[config.mk]
export PLATFORM = sky130hd
export DESIGN_NAME = anabellek_hakemi
export DESIGN_NICKNAME = d
export VERILOG_FILES = /design/src/rtl/anabellek_hakemi.sv
export SDC_FILE = /design/constraint.sdc
export NUM_CORES = 1
export LEC_CHECK = 0
export CORE_AREA = 3 3 292 294
export DETAILED_ROUTE_END_ITERATION = 6
export DIE_AREA = 0 0 295 297
export GPL_ROUTABILITY_DRIVEN = 0
export PLACE_DENSITY = 0.46
export SLEW_MARGIN = 5
export SYNTH_ARGS = -nofsm -noshare
export SYNTH_HDL_FRONTEND = slang
export SYNTH_SLANG_ARGS = --single-unit
export TNS_END_PERCENT = 30
[constraint.sdc]
create_clock -name clk_i -period 3.9 [get_ports clk_i]
set_input_delay 0.78 -clock clk_i [delete_from_list [all_inputs] [get_ports clk_i]]
set_output_delay 0.78 -clock clk_i [all_outputs]
set_load 0.005 [all_outputs]
[src/rtl/anabellek_hakemi.sv]
// Main-memory port arbiter: serialises fetch line fills and data-side reads/write-backs.
// Optional fetch anti-starvation counter enabled by defining HAKEM_ACLIK_SAYACI_EN.
module anabellek_hakemi #(
  parameter int ADRES_BIT   = 32,
  parameter int OBEK_BIT    = 128,
  parameter int ACLIK_ESIGI = 4
) (
  input  logic                 clk_i,
  input  logic                 rst_i,
  input  logic                 getir_istek_i,
  input  logic [ADRES_BIT-1:0] getir_adres_i,
  output logic                 getir_musait_o,
  output logic                 getir_veri_hazir_o,
  output logic [OBEK_BIT-1:0]  getir_obek_o,
  input  logic                 bellek_istek_i,
  input  logic [ADRES_BIT-1:0] bellek_adres_i,
  input  logic                 bellek_oku_i,
  input  logic                 bellek_yaz_i,
  input  logic [OBEK_BIT-1:0]  bellek_yaz_obek_i,
  output logic                 bellek_musait_o,
  output logic                 bellek_veri_hazir_o,
  output logic [OBEK_BIT-1:0]  bellek_obek_o,
  output logic                 anabellek_istek_o,
  output logic [ADRES_BIT-1:0] anabellek_adres_o,
  output logic                 anabellek_oku_o,
  output logic                 anabellek_yaz_o,
  output logic [OBEK_BIT-1:0]  anabellek_yaz_obek_o,
  input  logic                 anabellek_kabul_i,
  input  logic                 anabellek_veri_gecerli_i,
  input  logic [OBEK_BIT-1:0]  anabellek_okunan_obek_i
);

  typedef enum logic [1:0] {BOSTA, ISTEK, BEKLE, YANIT} durum_t;

  durum_t                durum_q, durum_d;
  logic                  sahip_getir_q, sahip_getir_d;
  logic [ADRES_BIT-1:0]  adres_q, adres_d;
  logic                  oku_q, oku_d, yaz_q, yaz_d;
  logic [OBEK_BIT-1:0]   yaz_obek_q, yaz_obek_d;
  logic [OBEK_BIT-1:0]   getir_obek_q, getir_obek_d;
  logic [OBEK_BIT-1:0]   bellek_obek_q, bellek_obek_d;
  logic                  bellek_gecerli, getir_sec, yakala;
  logic                  unused_bitler;

  // A data request without a command is not a request at all.
  assign bellek_gecerli = bellek_istek_i & (bellek_oku_i | bellek_yaz_i);
  assign unused_bitler  = ^{getir_adres_i[3:0], bellek_adres_i[3:0], ACLIK_ESIGI[0]};

`ifdef HAKEM_ACLIK_SAYACI_EN
  logic [2:0] sayac_q, sayac_d;

  assign getir_sec = getir_istek_i & (~bellek_gecerli | (sayac_q == 3'(ACLIK_ESIGI)));

  always_comb begin
    sayac_d = sayac_q;
    if (durum_q == BOSTA) begin
      if (getir_sec) sayac_d = '0;
      else if (bellek_gecerli && getir_istek_i && sayac_q != 3'd7) sayac_d = sayac_q + 3'd1;
    end
  end

  always_ff @(posedge clk_i or negedge rst_i) begin
    if (!rst_i) sayac_q <= '0;
    else        sayac_q <= sayac_d;
  end
`else
  assign getir_sec = getir_istek_i & ~bellek_gecerli;
`endif

  // Returned line is taken either on the combined accept+valid cycle or while waiting.
  assign yakala = ((durum_q == ISTEK) && anabellek_kabul_i && anabellek_veri_gecerli_i) ||
                  ((durum_q == BEKLE) && anabellek_veri_gecerli_i);

  always_comb begin
    durum_d       = durum_q;
    sahip_getir_d = sahip_getir_q;
    adres_d       = adres_q;
    oku_d         = oku_q;
    yaz_d         = yaz_q;
    yaz_obek_d    = yaz_obek_q;
    getir_obek_d  = getir_obek_q;
    bellek_obek_d = bellek_obek_q;
    case (durum_q)
      BOSTA: begin
        if (getir_sec) begin
          sahip_getir_d = 1'b1;
          adres_d       = {getir_adres_i[ADRES_BIT-1:4], 4'h0};
          oku_d         = 1'b1;
          yaz_d         = 1'b0;
          yaz_obek_d    = '0;
          durum_d       = ISTEK;
        end else if (bellek_gecerli) begin
          sahip_getir_d = 1'b0;
          adres_d       = {bellek_adres_i[ADRES_BIT-1:4], 4'h0};
          oku_d         = ~bellek_yaz_i;
          yaz_d         = bellek_yaz_i;
          yaz_obek_d    = bellek_yaz_obek_i;
          durum_d       = ISTEK;
        end
      end
      ISTEK: if (anabellek_kabul_i) durum_d = anabellek_veri_gecerli_i ? YANIT : BEKLE;
      BEKLE: if (anabellek_veri_gecerli_i) durum_d = YANIT;
      YANIT: durum_d = BOSTA;
      default: durum_d = BOSTA;
    endcase
    if (yakala && oku_q) begin
      if (sahip_getir_q) getir_obek_d  = anabellek_okunan_obek_i;
      else               bellek_obek_d = anabellek_okunan_obek_i;
    end
  end

  always_ff @(posedge clk_i or negedge rst_i) begin
    if (!rst_i) begin
      durum_q       <= BOSTA;
      sahip_getir_q <= 1'b0;
      adres_q       <= '0;
      oku_q         <= 1'b0;
      yaz_q         <= 1'b0;
      yaz_obek_q    <= '0;
      getir_obek_q  <= '0;
      bellek_obek_q <= '0;
    end else begin
      durum_q       <= durum_d;
      sahip_getir_q <= sahip_getir_d;
      adres_q       <= adres_d;
      oku_q         <= oku_d;
      yaz_q         <= yaz_d;
      yaz_obek_q    <= yaz_obek_d;
      getir_obek_q  <= getir_obek_d;
      bellek_obek_q <= bellek_obek_d;
    end
  end

  // Idle flags are forced low while reset is held so every output reads 0 then.
  assign getir_musait_o       = rst_i & (durum_q == BOSTA);
  assign bellek_musait_o      = rst_i & (durum_q == BOSTA);
  assign getir_veri_hazir_o   = (durum_q == YANIT) &  sahip_getir_q;
  assign bellek_veri_hazir_o  = (durum_q == YANIT) & ~sahip_getir_q;
  assign getir_obek_o         = getir_obek_q;
  assign bellek_obek_o        = bellek_obek_q;
  assign anabellek_istek_o    = (durum_q == ISTEK);
  assign anabellek_adres_o    = adres_q;
  assign anabellek_oku_o      = oku_q;
  assign anabellek_yaz_o      = yaz_q;
  assign anabellek_yaz_obek_o = yaz_obek_q;

endmodule

==> impl_metrics.json, run 1 <==
{
  "status": "completed",
  "ioPinCount": 751,
  "ys_seq_elements": 417,
  "critPathCapture": "getir_musait_o",
  "fmax_mhz": 295,
  "tns_ns": 0,
  "slowest_stage": "ha_1",
  "maxCapViolations": 0,
  "cp-start-kind": "register",
  "drc": 0,
  "powerDensity_nw_per_um2": 803,
  "r2r-start": "durum_q[0]",
  "ff2ff_setup_slack_ns": 1.07,
  "drive_gt1_frac": 0.201,
  "wirelength_um": 57200,
  "grt_pass1_vias": 12800,
  "clock_sinks": 417,
  "finalMaxSlewViolations": 0,
  "n_fill_cell": 8246,
  "met1Wirelength_um": 20100,
  "wl_met3_um": 5040,
  "start_util": 0.192,
  "synth_area_per_cell_um2": 16.1,
  "cts_buffer_depth": 3,
  "fin_crit_sh": 0.870,
  "wl_per_cell_um": 20.0,
  "rr_worst_depth": 6,
  "ys_types": 30,
  "worst-path-max-fanout": 16,
  "finalSetupViolCount": 0,
  "top_layer_used": "met4",
  "fp.dieH_um": 297,
  "finish.utilization": 0.313,
  "io_buffers": 738,
  "grt_setup_unrepaired": "false",
  "maxSlewHeadroom": 0.370,
  "met2_length_um": 30400,
  "htree_levels": 2,
  "cp.arrival_ns": 2.61,
  "coreArea_um2": 83200,
  "hold_ws_ns": 0.273,
  "grt-ovfl-total": 0,
  "antenna_found_initial": 3,
  "crit_path_start": "durum_q[0]",
  "tightest_slew_ns": 0.945,
  "rr_endpoint": "anabellek_yaz_obek_o[2]",
  "cts_tree": "built",
  "fp.dieW_um": 295,
  "dieArea_um2": 87600,
  "worstSkewPairLatency_ns": 0.58,
  "drtPass1Iterations": 4,
  "path_clk_slew_ns": 0.06,
  "min_period_ns": 3.39,
  "dr.first_iter.drc_count": 261,
  "crit_type": "reg2out",
  "hold_violations": 0,
  "yosysSeqAreaShare": 0.655,
  "grt_pass1_wl_um": 84400,
  "slowest_delay_ns": 0.65,
  "clockRootBuffer": "clkbuf_16",
  "vias": 11300,
  "grt_usage": 0.126,
  "cp_cell_sequence": "inv_1, ha_1, and2_1, clkdlybuf4s50_1",
  "hp-class": "in2async",
  "finalPower_mw": 20.9,
  "leakage_nw": 10.8,
  "yosysWarnings": 0,
  "holdBufCountCts": 0,
  "syn2layout_area_growth_pct": 63.3,
  "cts_buffers": 49,
  "vdd_drop_max_v": 0.000333,
  "clock_skew_ns": 0.0257,
  "grt_max_degree": 147,
  "worstPathRequired_ns": 3.12,
  "post_cts_buffers": 0,
  "mappedNetlistArea_um2": 15900,
  "pre_cts_slack_ns": 0.954,
  "setup_ws_ns": 0.509,
  "rows": 106,
  "via_per_inst": 3.97,
  "cts-resized-gates": 0,
  "nets": 2068,
  "cp-end-kind": "output port",
  "synthesis.instances": 993,
  "ant_nets": 0,
  "dp_hpwl_um": 41900
}
layer usage:
layer  track usage  up-vias
met5             0        -
met3        0.0445       76
met1         0.130     5690
met2         0.236      465
met4        0.0390        0
li1              -     5099
flip-flops by register name, summed over array words and instances (netlist names):
register,flops
anabellek_yaz_o,1
anabellek_oku_o,1
getir_obek_o,128
sahip_getir_q,1
anabellek_adres_o,28
anabellek_yaz_obek_o,128
bellek_obek_o,128
durum_q,2
power by group:
part	internal [mW]	switching [mW]	total, mW
logic	5.87	3.07	8.94
registers	6.46	1.14	7.61
clock network	2.52	1.83	4.35
total	14.9	6.05	20.9
cells in the mapped netlist:
library cell  count  area, um^2
a211oi_1          1        7.51
buf_2            24         120
inv_1             4        15.0
a22o_1          128        1120
a21oi_2           1        8.76
o21a_1            3        22.5
a2bb2oi_1        28         245
nand2b_1         28         175
nand2_1           1        3.75
mux2i_1          29         290
buf_6            22         248
a21oi_1           1        5.00
conb_1            1        3.75
nor3b_2           1        12.5
and2_1            2        12.5
and3_1            1        6.26
ha_1              5        62.6
nor3_2            1        10.0
buf_4            13        97.6
clkbuf_1         13        48.8
buf_8             2        30.0
dfrtp_1         417       10400
o21ai_1           2        10.0
mux2_2          257        2890
nand3_1           1        5.00
o211a_1           1        10.0
nor2_1            1        3.75
o21ai_0           1        5.00
a221oi_2          1        15.0
nor2b_1           3        18.8
worst max-delay path: cells and delay by family, from the launching register on:
family	cells	cell delay, ns
buffers and inverters	2	0.68
DFF	1	0.40
and+or+nand+nor	1	0.30
adders and majority gates	1	0.65
layout by cell type (no fill, tap or decap), drive strengths merged, types with 2 or more instances in the layout:
cell / count
buf: 25
clkinv: 8
clkbuf: 80
a22o: 128
nor2b: 3
diode: 3
o21a: 3
conb: 4
and2: 2
o21ai: 3
a21oi: 2
mux2: 257
ha: 5
mux2i: 29
clkdlybuf4s50: 737
dfrtp: 417
inv: 4
nand2b: 28
a2bb2oi: 28
final cells by class:
type                       count  area (um^2)  area share
sequential                   417        10400       0.401
timing repair buffer         762         7710       0.296
multi-input combinational    501         5000       0.192
clock buffer                  80         1440      0.0555
tap                         1080         1350      0.0519
clock inverter                 9         62.6     0.00240
inverter                       4         15.0    0.000577
antenna                        3         7.51    0.000288
how the worst min path moves through the flow:
stage	startpoint	to	slack [ns]	cells past startpoint
after floorplan	rst_i	anabellek_adres_o[10]	0.48	0
after global placement	anabellek_yaz_obek_o[121]	anabellek_yaz_obek_o[121]	0.49	1
after detailed placement	anabellek_yaz_obek_o[103]	anabellek_yaz_obek_o[103]	0.49	1
after CTS	rst_i	bellek_obek_o[30]	0.32	2
after global routing	rst_i	durum_q[0]	0.34	2
final	rst_i	durum_q[0]	0.27	2
per-stage QoR:
stage / std cells / instance area (um^2)
finish: 2856 / 26000
CTS: 2853 / 26000
detailed placement: 2764 / 24500
floorplan: 996 / 16000
global route: 2856 / 26000
global placement: 2764 / 24500
cells by family (layout without fill, tap and decap cells):
| logic type | count (synthesis) | after routing | synth area share |
|---|---|---|---|
| AOI/OAI and AO/OA | 167 | 167 | 0.0910 |
| adders and majority gates | 5 | 5 | 0.00392 |
| and+or+nand+nor | 39 | 39 | 0.0155 |
| buffers and inverters | 78 | 855 | 0.0351 |
| DFF | 417 | 417 | 0.655 |
| other | 1 | 7 | 0.000235 |
| muxes | 286 | 286 | 0.200 |
Note: power is estimated with default switching activity, not from simulation.
==> run 2, diff against run 1 <==
--- a/config.mk
+++ b/config.mk
@@ -5,12 +5,11 @@
 export SDC_FILE = /design/constraint.sdc
 export NUM_CORES = 1
 export LEC_CHECK = 0
+export ABC_AREA = 0
 export CORE_AREA = 3 3 292 294
 export DETAILED_ROUTE_END_ITERATION = 6
 export DIE_AREA = 0 0 295 297
 export GPL_ROUTABILITY_DRIVEN = 0
-export PLACE_DENSITY = 0.46
-export SLEW_MARGIN = 5
 export SYNTH_ARGS = -nofsm -noshare
 export SYNTH_HDL_FRONTEND = slang
 export SYNTH_SLANG_ARGS = --single-unit
==> impl_metrics.json, run 2 (synthesized netlist as in run 1, its figures left out) <==
{
  "wirelength_um": 54100,
  "worstSkewPairLatency_ns": 0.58,
  "coreArea_um2": 83200,
  "ioPinCount": 751,
  "drive_gt1_frac": 0.206,
  "fp.dieH_um": 297,
  "start_util": 0.192,
  "n_fill_cell": 8256,
  "maxCapViolations": 0,
  "maxSlewHeadroom": 0.284,
  "fp.dieW_um": 295,
  "post_cts_buffers": 0,
  "grt_pass1_wl_um": 79900,
  "grt_usage": 0.118,
  "cp.arrival_ns": 2.38,
  "nets": 2067,
  "finish.utilization": 0.314,
  "slowest_delay_ns": 0.56,
  "grt_setup_unrepaired": "false",
  "worst-path-max-fanout": 15,
  "vdd_drop_max_v": 0.000337,
  "cp_cell_sequence": "dlygate4sd3_1, buf_8, and2_1, clkdlybuf4s50_1",
  "ant_nets": 0,
  "fmax_mhz": 317,
  "grt_max_degree": 154,
  "crit_type": "in2out",
  "finalMaxSlewViolations": 0,
  "via_per_inst": 3.97,
  "leakage_nw": 10.8,
  "cts_buffer_depth": 3,
  "tightest_slew_ns": 1.07,
  "drc": 0,
  "final_common_cell": "clkdlybuf4s50_1",
  "syn2layout_area_growth_pct": 63.7,
  "final_cell_mix": "clkdlybuf4s50_1 (737), dfrtp_1 (417), mux2_2 (257), a22o_1 (128), clkbuf_16 (50)",
  "clock_skew_ns": 0.0297,
  "powerDensity_nw_per_um2": 804,
  "cp-end-kind": "output port",
  "slowest_stage": "dlygate4sd3_1",
  "holdBufCountCts": 1,
  "grt_pass1_vias": 12600,
  "grt-ovfl-total": 0,
  "antenna_found_initial": 4,
  "cp-start-kind": "input port",
  "seqCellArea_um2": 10400,
  "htree_levels": 2,
  "cts_buffers": 48,
  "wl_per_cell_um": 19.0,
  "dieArea_um2": 87600,
  "hold_violations": 0,
  "cp_top_family": "buffers and inverters",
  "dp_hpwl_um": 40400,
  "worst-path-buf-inv": 3,
  "fin_crit_sh": 0.810,
  "dr.first_iter.drc_count": 316,
  "cts_tree": "built",
  "hp-class": "reg2reg",
  "clockRootBuffer": "clkbuf_16",
  "status": "completed",
  "vias": 11300,
  "tns_ns": 0,
  "rows": 106,
  "worstPathRequired_ns": 3.12,
  "path_clk_slew_ns": 0.06,
  "drtPass1Iterations": 4,
  "finalSetupViolCount": 0,
  "cts-resized-gates": 0,
  "io_buffers": 738,
  "clock_sinks": 417,
  "min_period_ns": 3.16,
  "multi_input_area_um2": 5000
}
## run 2: cell count changes in the layout (fill, tap and decap cells not counted), sizes merged
cell and change:
clkbuf -10, bufinv +3, clkinvlp +2, inv +2, buf -1, clkinv +1, diode -1, dlygate4sd3 +1
## run 2: layout make-up
| cell class | count | area share |
|---|---|---|
| diodes | 2 | 0.000192 |
| clock buffers | 70 | 0.0547 |
| clock inverters | 17 | 0.00724 |
| inverters | 4 | 0.000575 |
| multi-input cells | 501 | 0.192 |
| flip-flops and latches | 417 | 0.400 |
| well taps | 1080 | 0.0518 |
| repair buffers | 762 | 0.294 |
## run 2: power breakdown
group | total, mW | switching, mW | internal, mW | leakage [nW]
combinational | 8.73 | 2.90 | 5.83 | 4.91
clock | 4.56 | 1.82 | 2.74 | 0.791
sequential | 7.70 | 1.23 | 6.47 | 5.11
## run 2: routing by layer
metal,part of all wire,GRT usage,vias up
met2,0.51,0.213,497
met1,0.38,0.133,5642
met3,0.075,0.0330,82
li1,-,-,5105
met5,0,0,-
met4,0.032,0.0403,0
## run 2: worst reg2reg max path: cells and delay by family, from the launching register on
kind | cells | cell delay [ns]
buffers and inverters | 3 | 0.90
adder cells (fa/ha/maj) | 1 | 0.18
AO/OA/AOI/OAI | 2 | 0.84
flip-flops | 1 | 0.41
## run 2: path summary, 6_finish.rpt
path	endpoint	start	slack, ns	depth (start not counted)
min in group asynchronous	bellek_obek_o[52]	rst_i	0.62	2
setup / recovery	getir_musait_o	rst_i	0.74	4
hold reg to reg	bellek_obek_o[84]	bellek_obek_o[84]	0.50	1
setup reg to reg	anabellek_yaz_obek_o[36]	durum_q[0]	1.51	6
max in group asynchronous	getir_obek_o[45]	rst_i	2.03	3
hold / removal	bellek_obek_o[84]	bellek_obek_o[84]	0.50	1
## run 2: metrics by stage
step	worst slack [ns]	hold slack (ns)	cells	power [mW]	instance area [um^2]
finish	0.742	0.503	2853	21.0	26100
detailed placement	1.09	0.490	2763	16.6	24500
floorplan	1.75	0.484	996	10.8	16000
global placement	1.14	0.488	2763	16.5	24500
CTS	0.706	0.507	2851	21.4	26100
global route	0.674	0.513	2853	22.2	26100
==> run 3, diff against run 2 <==
--- a/config.mk
+++ b/config.mk
@@ -6,9 +6,9 @@
 export NUM_CORES = 1
 export LEC_CHECK = 0
 export ABC_AREA = 0
-export CORE_AREA = 3 3 292 294
+export CORE_AREA = 3 3 294 296
 export DETAILED_ROUTE_END_ITERATION = 6
-export DIE_AREA = 0 0 295 297
+export DIE_AREA = 0 0 297 299
 export GPL_ROUTABILITY_DRIVEN = 0
 export SYNTH_ARGS = -nofsm -noshare
 export SYNTH_HDL_FRONTEND = slang
==> constraint.sdc (replaced) <==
create_clock -name clk_i -period 3.2 [get_ports clk_i]
set_input_delay 0.64 -clock clk_i [delete_from_list [all_inputs] [get_ports clk_i]]
set_output_delay 0.64 -clock clk_i [all_outputs]
set_load 0.005 [all_outputs]
==> impl_metrics.json, run 3 (synthesized netlist as in run 1, its figures left out) <==
{
  "wirelength_um": 53200,
  "fp.dieH_um": 299,
  "grt_pass1_vias": 12700,
  "maxCapViolations": 0,
  "vdd_drop_max_v": 0.000450,
  "fmax_mhz": 355,
  "wl_per_cell_um": 18.3,
  "path_depth": 4,
  "holdBufCountCts": 1,
  "cts_buffers": 47,
  "ant_nets": 0,
  "cp_top_family": "buffers and inverters",
  "finalMaxSlewViolations": 0,
  "slowest_delay_ns": 0.56,
  "vias": 11400,
  "grt_usage": 0.115,
  "n_fill_cell": 8327,
  "slowest_stage": "dlygate4sd3_1",
  "r2r-start": "durum_q[0]",
  "final_cell_mix": "clkdlybuf4s50_1 (737), dfrtp_1 (417), mux2_2 (257), a22o_1 (128), clkbuf_16 (48)",
  "drive_gt1_frac": 0.207,
  "status": "completed",
  "cts_tree": "built",
  "cp-end-kind": "output port",
  "ioPinCount": 751,
  "dieArea_um2": 88800,
  "maxSlewHeadroom": 0.365,
  "worstPathRequired_ns": 2.56,
  "crit_path_start": "rst_i",
  "powerDensity_nw_per_um2": 966,
  "worst-path-buf-inv": 3,
  "coreArea_um2": 83800,
  "syn2layout_area_growth_pct": 64.2,
  "grt_setup_unrepaired": "false",
  "post_cts_buffers": 0,
  "fp.dieW_um": 297,
  "io_buffers": 738,
  "dr.first_iter.drc_count": 379,
  "cts_buffer_depth": 3,
  "hp-class": "in2async",
  "grt-ovfl-total": 0,
  "final_common_cell": "clkdlybuf4s50_1",
  "rows": 106,
  "crit_type": "in2out",
  "leakage_nw": 10.8,
  "drtPass1Iterations": 4,
  "grt_max_degree": 152,
  "diodes": 0,
  "clockRootBuffer": "clkbuf_16",
  "tightest_slew_ns": 0.953,
  "grt_busiest_layer": "met2",
  "drc": 0,
  "met2_usage": 0.214,
  "worstSkewPairLatency_ns": 0.58,
  "rr_worst_depth": 6,
  "htree_levels": 2,
  "met3_usage": 0.0360,
  "fin_crit_sh": 0.881,
  "nets": 2080,
  "min_period_ns": 2.82,
  "hold_violations": 0,
  "cp_cell_sequence": "dlygate4sd3_1, buf_8, and2_1, clkdlybuf4s50_1",
  "tns_ns": 0,
  "hold_ws_ns": 0.470,
  "finalSetupViolCount": 0,
  "finish.utilization": 0.312,
  "grt_pass1_wl_um": 80200,
  "clock_skew_ns": 0.0197,
  "dp_hpwl_um": 40100,
  "cp.arrival_ns": 2.18,
  "worst-path-max-fanout": 12,
  "via_per_inst": 3.92,
  "met1_usage": 0.122,
  "start_util": 0.190,
  "cts-resized-gates": 0,
  "clock_sinks": 417,
  "antenna_found_initial": 3,
  "path_clk_slew_ns": 0.06,
  "cp-start-kind": "input port"
}
-- run 3: cell count changes in the layout (fill, tap and decap cells not counted), sizes merged --
| cell | delta |
|---|---|
| clkinv | -1 |
| clkinvlp | -2 |
| diode | -2 |
| buf | +14 |
| bufinv | -2 |
-- run 3: final cells by class --
type,instances,area (um^2),share of cell area
Clock buffer,70,1340,0.0513
Multi-Input combinational cell,501,5000,0.191
Timing Repair Buffer,776,7860,0.300
Inverter,4,15.0,0.000574
Tap cell,1134,1420,0.0542
Sequential cell,417,10400,0.399
Clock inverter,12,106,0.00406
-- run 3: final timing paths --
check	end	slack [ns]
min	bellek_obek_o[104]	0.47
min in group clk_i	bellek_obek_o[86]	0.50
max	bellek_musait_o	0.38
max in group asynchronous	bellek_obek_o[51]	1.55
min reg2reg	bellek_obek_o[86]	0.50
max reg2reg	anabellek_yaz_obek_o[27]	0.93
-- run 3: per-stage QoR --
| stage | setup slack [ns] | total power, mW | instance area, um^2 | cells |
|---|---|---|---|---|
| 6_report | 0.380 | 25.3 | 26200 | 2914 |
| 2_1_floorplan | 1.19 | 13.1 | 16000 | 996 |
| 3_5_place_dp | 0.511 | 20.4 | 24700 | 2831 |
| 5_1_grt | 0.347 | 26.7 | 26200 | 2914 |
| 4_1_cts | 0.343 | 25.8 | 26200 | 2914 |
| 3_3_place_gp | 0.556 | 20.2 | 24700 | 2831 |
-- run 3: power by group --
group | internal [mW] | switching (mW) | total [mW]
clock network | 2.98 | 2.13 | 5.11
logic | 7.21 | 3.59 | 10.8
registers | 7.88 | 1.49 | 9.37
-- run 3: per-layer routing --
layer | routed length [um] | vias up | part of all wire
met5 | 21 | - | 0.00039
met4 | 1530 | 4 | 0.029
met3 | 4120 | 82 | 0.077
met2 | 28200 | 496 | 0.53
met1 | 19400 | 5730 | 0.36
li1 | - | 5111 | -
-- run 3: worst reg2reg max path: stages (launching register included) --
cell and delay [ns]:
dfrtp_1 0.41, inv_1 0.16, ha_1 0.18, buf_4 0.38
o211a_4 0.59, buf_12 0.32, a22o_1 0.18
